$ cat config.mk
export PLATFORM = sky130hd
export DESIGN_NAME = uart_tx_ctrl
export DESIGN_NICKNAME = d
export VERILOG_FILES = /design/src/rtl/uart_tx_pkg.sv /design/src/rtl/uart_tx_bit_cnt.sv /design/src/rtl/uart_tx_ctrl.sv
export SDC_FILE = /design/constraint.sdc
export NUM_CORES = 1
export LEC_CHECK = 0
export CAP_MARGIN = 30
export CORE_AREA = 10 10 47 49
export DETAILED_ROUTE_END_ITERATION = 10
export DIE_AREA = 0 0 57 59
export GPL_ROUTABILITY_DRIVEN = 0
export PLACE_DENSITY = 0.62
export SLEW_MARGIN = 20
export SYNTH_ARGS = -nofsm -noshare
export SYNTH_HDL_FRONTEND = slang
export SYNTH_SLANG_ARGS = --single-unit
$ cat constraint.sdc
create_clock -name clk -period 3 [get_ports clk]
set_input_delay 0.9 -clock clk [delete_from_list [all_inputs] [get_ports clk]]
set_output_delay 0.9 -clock clk [all_outputs]
set_load 0.005 [all_outputs]
$ cat src/rtl/uart_tx_pkg.sv
// Shared types and constants for the UART transmit frame controller.
// State encoding and TX line mux selections.
package uart_tx_pkg;

  typedef enum logic [2:0] {
    StIdle   = 3'd0,
    StStart  = 3'd1,
    StData   = 3'd2,
    StParity = 3'd3,
    StStop   = 3'd4
  } state_e;

  localparam logic [1:0] MUX_START = 2'b00;
  localparam logic [1:0] MUX_DATA  = 2'b01;
  localparam logic [1:0] MUX_PAR   = 2'b10;
  localparam logic [1:0] MUX_STOP  = 2'b11;

  // Line select for a given state; idle and stop both hold the line high.
  function automatic logic [1:0] state_mux_sel(input state_e st);
    logic [1:0] sel;
    sel = MUX_STOP;
    unique case (st)
      StStart:  sel = MUX_START;
      StData:   sel = MUX_DATA;
      StParity: sel = MUX_PAR;
      default:  sel = MUX_STOP;
    endcase
    return sel;
  endfunction

endpackage

$ cat src/rtl/uart_tx_bit_cnt.sv
// Data-bit counter for the UART transmit controller.
// Synchronous clear has priority over enable; tc flags the last data bit.
module uart_tx_bit_cnt
  import uart_tx_pkg::*;
#(
  parameter int unsigned DATA_WIDTH = 8
) (
  input  logic                          clk,
  input  logic                          clr,
  input  logic                          en,
  output logic [$clog2(DATA_WIDTH)-1:0] cnt,
  output logic                          tc
);

  localparam int unsigned CntW = $clog2(DATA_WIDTH);
  localparam logic [CntW-1:0] Last = CntW'(DATA_WIDTH - 1);

  always_ff @(posedge clk) begin
    if (clr) begin
      cnt <= '0;
    end else if (en) begin
      cnt <= cnt + 1'b1;
    end
  end

  assign tc = (cnt == Last);

endmodule

$ cat src/rtl/uart_tx_ctrl.sv
// UART transmit frame sequencer: start, data, optional parity and stop phases.
// Define UART_TX_TWO_STOP_EN to add the STOP2 input and a two-cycle stop phase.
module uart_tx_ctrl
  import uart_tx_pkg::*;
#(
  parameter int unsigned DATA_WIDTH = 8
) (
  input  logic                          clk,
  input  logic                          reset,
  input  logic                          Data_Valid,
  input  logic                          PAR_EN,
`ifdef UART_TX_TWO_STOP_EN
  input  logic                          STOP2,
`endif
  output logic                          ser_load,
  output logic                          ser_en,
  output logic                          par_en_q,
  output logic [1:0]                    mux_sel,
  output logic                          busy,
  output logic [$clog2(DATA_WIDTH)-1:0] bit_idx
);

  state_e state_q, state_d;
  logic   stop_last;
  logic   cnt_en, cnt_clr, cnt_tc;

`ifdef UART_TX_TWO_STOP_EN
  logic stop2_q;
  logic stop_cnt_q;
  // With two stop bits, only the second stop cycle may accept a new frame.
  assign stop_last = ~stop2_q | stop_cnt_q;
`else
  assign stop_last = 1'b1;
`endif

  assign ser_load = Data_Valid & ((state_q == StIdle) | ((state_q == StStop) & stop_last));

  assign cnt_en  = (state_q == StData);
  assign cnt_clr = reset | (cnt_en & cnt_tc);

  uart_tx_bit_cnt #(
    .DATA_WIDTH(DATA_WIDTH)
  ) u_bit_cnt (
    .clk(clk),
    .clr(cnt_clr),
    .en (cnt_en),
    .cnt(bit_idx),
    .tc (cnt_tc)
  );

  always_comb begin
    state_d = state_q;
    unique case (state_q)
      StIdle:   if (ser_load) state_d = StStart;
      StStart:  state_d = StData;
      StData:   if (cnt_tc) state_d = par_en_q ? StParity : StStop;
      StParity: state_d = StStop;
      StStop: begin
        if (ser_load) begin
          state_d = StStart;
        end else if (stop_last) begin
          state_d = StIdle;
        end
      end
      default:  state_d = StIdle;
    endcase
  end

  // Outputs are registered from the next state so they track state_q exactly.
  always_ff @(posedge clk) begin
    if (reset) begin
      state_q  <= StIdle;
      busy     <= 1'b0;
      ser_en   <= 1'b0;
      mux_sel  <= MUX_STOP;
      par_en_q <= 1'b0;
`ifdef UART_TX_TWO_STOP_EN
      stop2_q    <= 1'b0;
      stop_cnt_q <= 1'b0;
`endif
    end else begin
      state_q <= state_d;
      busy    <= (state_d != StIdle);
      ser_en  <= (state_d == StData);
      mux_sel <= state_mux_sel(state_d);
      if (ser_load) begin
        par_en_q <= PAR_EN;
      end
`ifdef UART_TX_TWO_STOP_EN
      if (ser_load) begin
        stop2_q <= STOP2;
      end
      stop_cnt_q <= (state_q == StStop) & ~stop_last;
`endif
    end
  end

endmodule
==> results.toml <==
[sta]
holdWs_ns = 0.4915
worstMarginPinSlew_ns = 0.3726
hold_viol_final = 0
worst_slack_ns = 0.2871
fmax_ghz = 0.3686
grt_setup_unrepaired = "false"
post-route-min-period_ns = 2.713
drv_slew = 0
min_period_over_period = 0.9043
tns_ns = 0
slew_headroom = 0.7509
setup_viol = 0
fin_skew_ns = 0.004511

[worst_setup_path]
end_kind = "output port"
worstRegToRegCells = 5
crit_buf_inv = 2
critPathLaunchType = "primary input"
critical_path_required_ns = 2.10
crit_path_top_delay_cell = "clkdlybuf4s50_1"
crit_family = "buffers and inverters"
slowest_delay_ns = 0.46
critPathKind = "primary input to output port"
crit_arrival_ns = 1.81
cp.depth = 3
crit_fanout = 2
path_cells = "clkdlybuf4s50_1 -> nor3b_2 -> dlygate4sd2_1"

[logic_synthesis]
synth_cell_type_count = 24
ys_seq_area_frac = 0.4378
synth-simple-area-share = 0.2960
synth_compound_area_frac = 0.1169
syn_area_um2 = 503.0
syn_avg_cell_area_um2 = 9.673
syn_nets = 58
synth_top_family_by_area = "simple AND/OR/NAND/NOR gates"
netlist_instances = 52
ys_seq_elements = 11
synthMuxAreaShare = 0.03980
yosys.area_share.adder = 0.04975
synth_xor_area_frac = 0
yosysWarnings = 0

[global_routing]
grt_use_total = 0.05852
grt_pass1_vias = 372
antenna_found_initial = 0
grt_overflow = 0
grt_max_degree = 12
grt_pass1_wl_mm = 1.559

[cells_and_area]
final_cell_mix = "11 x dfxtp_1, 11 x clkdlybuf4s50_1, 6 x nor2_1"
multi_input_area_um2 = 252.7
antenna_cells = 0
drive_above_1_share = 0.1061
n_fill_cell = 140
area.sequential_um2 = 220.2
syn_to_final_growth_pct = 29.85
finalNetCount = 73

[routing]
routed_via_density = 4.915
vias = 403
drtIter0Drc = 8
drc = 0
drt-pass1-iter-count = 2
wire_per_inst_um = 11.38
routed_wl_um = 933
postRouteAntennaNets = 0

[floorplan]
start_util = 0.3589
num_rows = 14
design.core.area_um2 = 1401
die_h_um = 59
dieArea_um2 = 3363
die_w_um = 57
pin_count = 13

[cts]
path_clk_slew_ns = 0.06
htree_levels = 1
cts_made_buffers = 3
cts_tree = "built"
worstSkewPairLatency_ns = 0.27
clockRootBuffer = "clkbuf_4"
cts_buffer_depth = 2
cts_sinks = 11

[power]
ir_drop_v = 0.0002417
p_leak_nw = 0.2471
p_per_area_nw_per_um2 = 482.7
p_total_mw = 0.3153

[run_status]
status = "completed"

[place]
port_buffers = 12
place_ws_ns = -0.01088
dp_hpwl_um = 703.6

[hold_path]
min_path_cells = 2
hold_path.class = "register to register"

[run]
maxCapViolations = 0
[cell usage after synthesis]
cell type  count  area [um2]
dfxtp_1       11       220.2
nor2_1         6       22.52
a21oi_1        4       20.02
nand2b_1       3       18.77
nor3_1         3       15.01
ha_1           2       25.02
inv_1          2       7.510
mux2i_1        2       20.02
nand3b_1       2       15.01
nor2b_1        2       12.51
or3_1          2       12.51
a211oi_1       1       7.510
a21boi_0       1       7.510
a2bb2oi_1      1       8.760
a31o_2         1       8.760
a31oi_1        1       6.260
buf_4          1       7.510
buf_6          1       11.26
clkbuf_1       1       3.750
nor3b_1        1       7.510
nor3b_2        1       12.51
nor3b_4        1       18.77
nor4_1         1       6.260
or2b_1         1       7.510
[cell type report]
| class | count | area share |
|---|---|---|
| sequential | 11 | 0.3372 |
| tap | 16 | 0.03065 |
| clock buffer | 4 | 0.04023 |
| multi-input combinational | 36 | 0.3870 |
| inverter | 2 | 0.01149 |
| timing repair buffer | 13 | 0.1935 |
[logic make-up after synthesis]
| family | Yosys count |
|---|---|
| multiplexers | 2 |
| flip-flops | 11 |
| adder cells (fa/ha/maj) | 2 |
| AND/OR/NAND/NOR | 23 |
| AO/OA/AOI/OAI | 9 |
| buffers and inverters | 5 |
[power breakdown]
group | switching, mW | total (mW) | leakage [nW] | internal [mW]
clock network | 0.0469 | 0.0984 | 0.0150 | 0.0515
logic | 0.0187 | 0.0521 | 0.142 | 0.0334
registers | 0.00913 | 0.165 | 0.0903 | 0.156
[flip-flops by register name, indices dropped and copies added, names as in the netlist]
signal and count:
busy 1, mux_sel 2, par_en_q 1, ser_en 1, state_q 3, u_bit_cnt.cnt 3
[stage by stage]
stage | area (um2) | util | cells
2_1_floorplan | 503.0 | - | 52
3_3_place_gp | 628.1 | 0.4482 | 78
3_5_place_dp | 628.1 | 0.4482 | 78
4_1_cts | 653.1 | 0.4661 | 82
5_1_grt | 653.1 | 0.4661 | 82
6_report | 653.1 | 0.4661 | 82
[layer usage]
metal  wire length [um]  part of all wire  GRT usage  up-vias
met5                  0                 0          0        -
met4                 38             0.041    0.05034        0
met3                 82             0.088    0.03219        5
met2                389              0.42    0.08062       11
met1                423              0.45    0.06347      176
li1                   -                 -          -      211
[path summary, 6_finish.rpt]
path	startpoint	to	slack, ns
hold reg to reg	u_bit_cnt.cnt[1]$_SDFFE_PP0P_	u_bit_cnt.cnt[1]$_SDFFE_PP0P_	0.49
setup reg to reg	u_bit_cnt.cnt[0]$_SDFFE_PP0P_	mux_sel[1]$_SDFF_PP1_	1.52
hold / removal	u_bit_cnt.cnt[1]$_SDFFE_PP0P_	u_bit_cnt.cnt[1]$_SDFFE_PP0P_	0.49
setup / recovery	Data_Valid	ser_load	0.29
[timing repair]
item	in CTS	in global routing
buffers inserted	0	0
resized for setup	1	0
hold buffers	0	0
endpoints found under the setup margin	1	0
[worst register-to-register path, cell delays in order, from the launching register on]
cell and delay [ns]:
dfxtp_1 0.34, ha_1 0.21, ha_1 0.26, or2b_1 0.18, a21oi_1 0.05, or3_1 0.34
(Power assumes the default switching activity.)
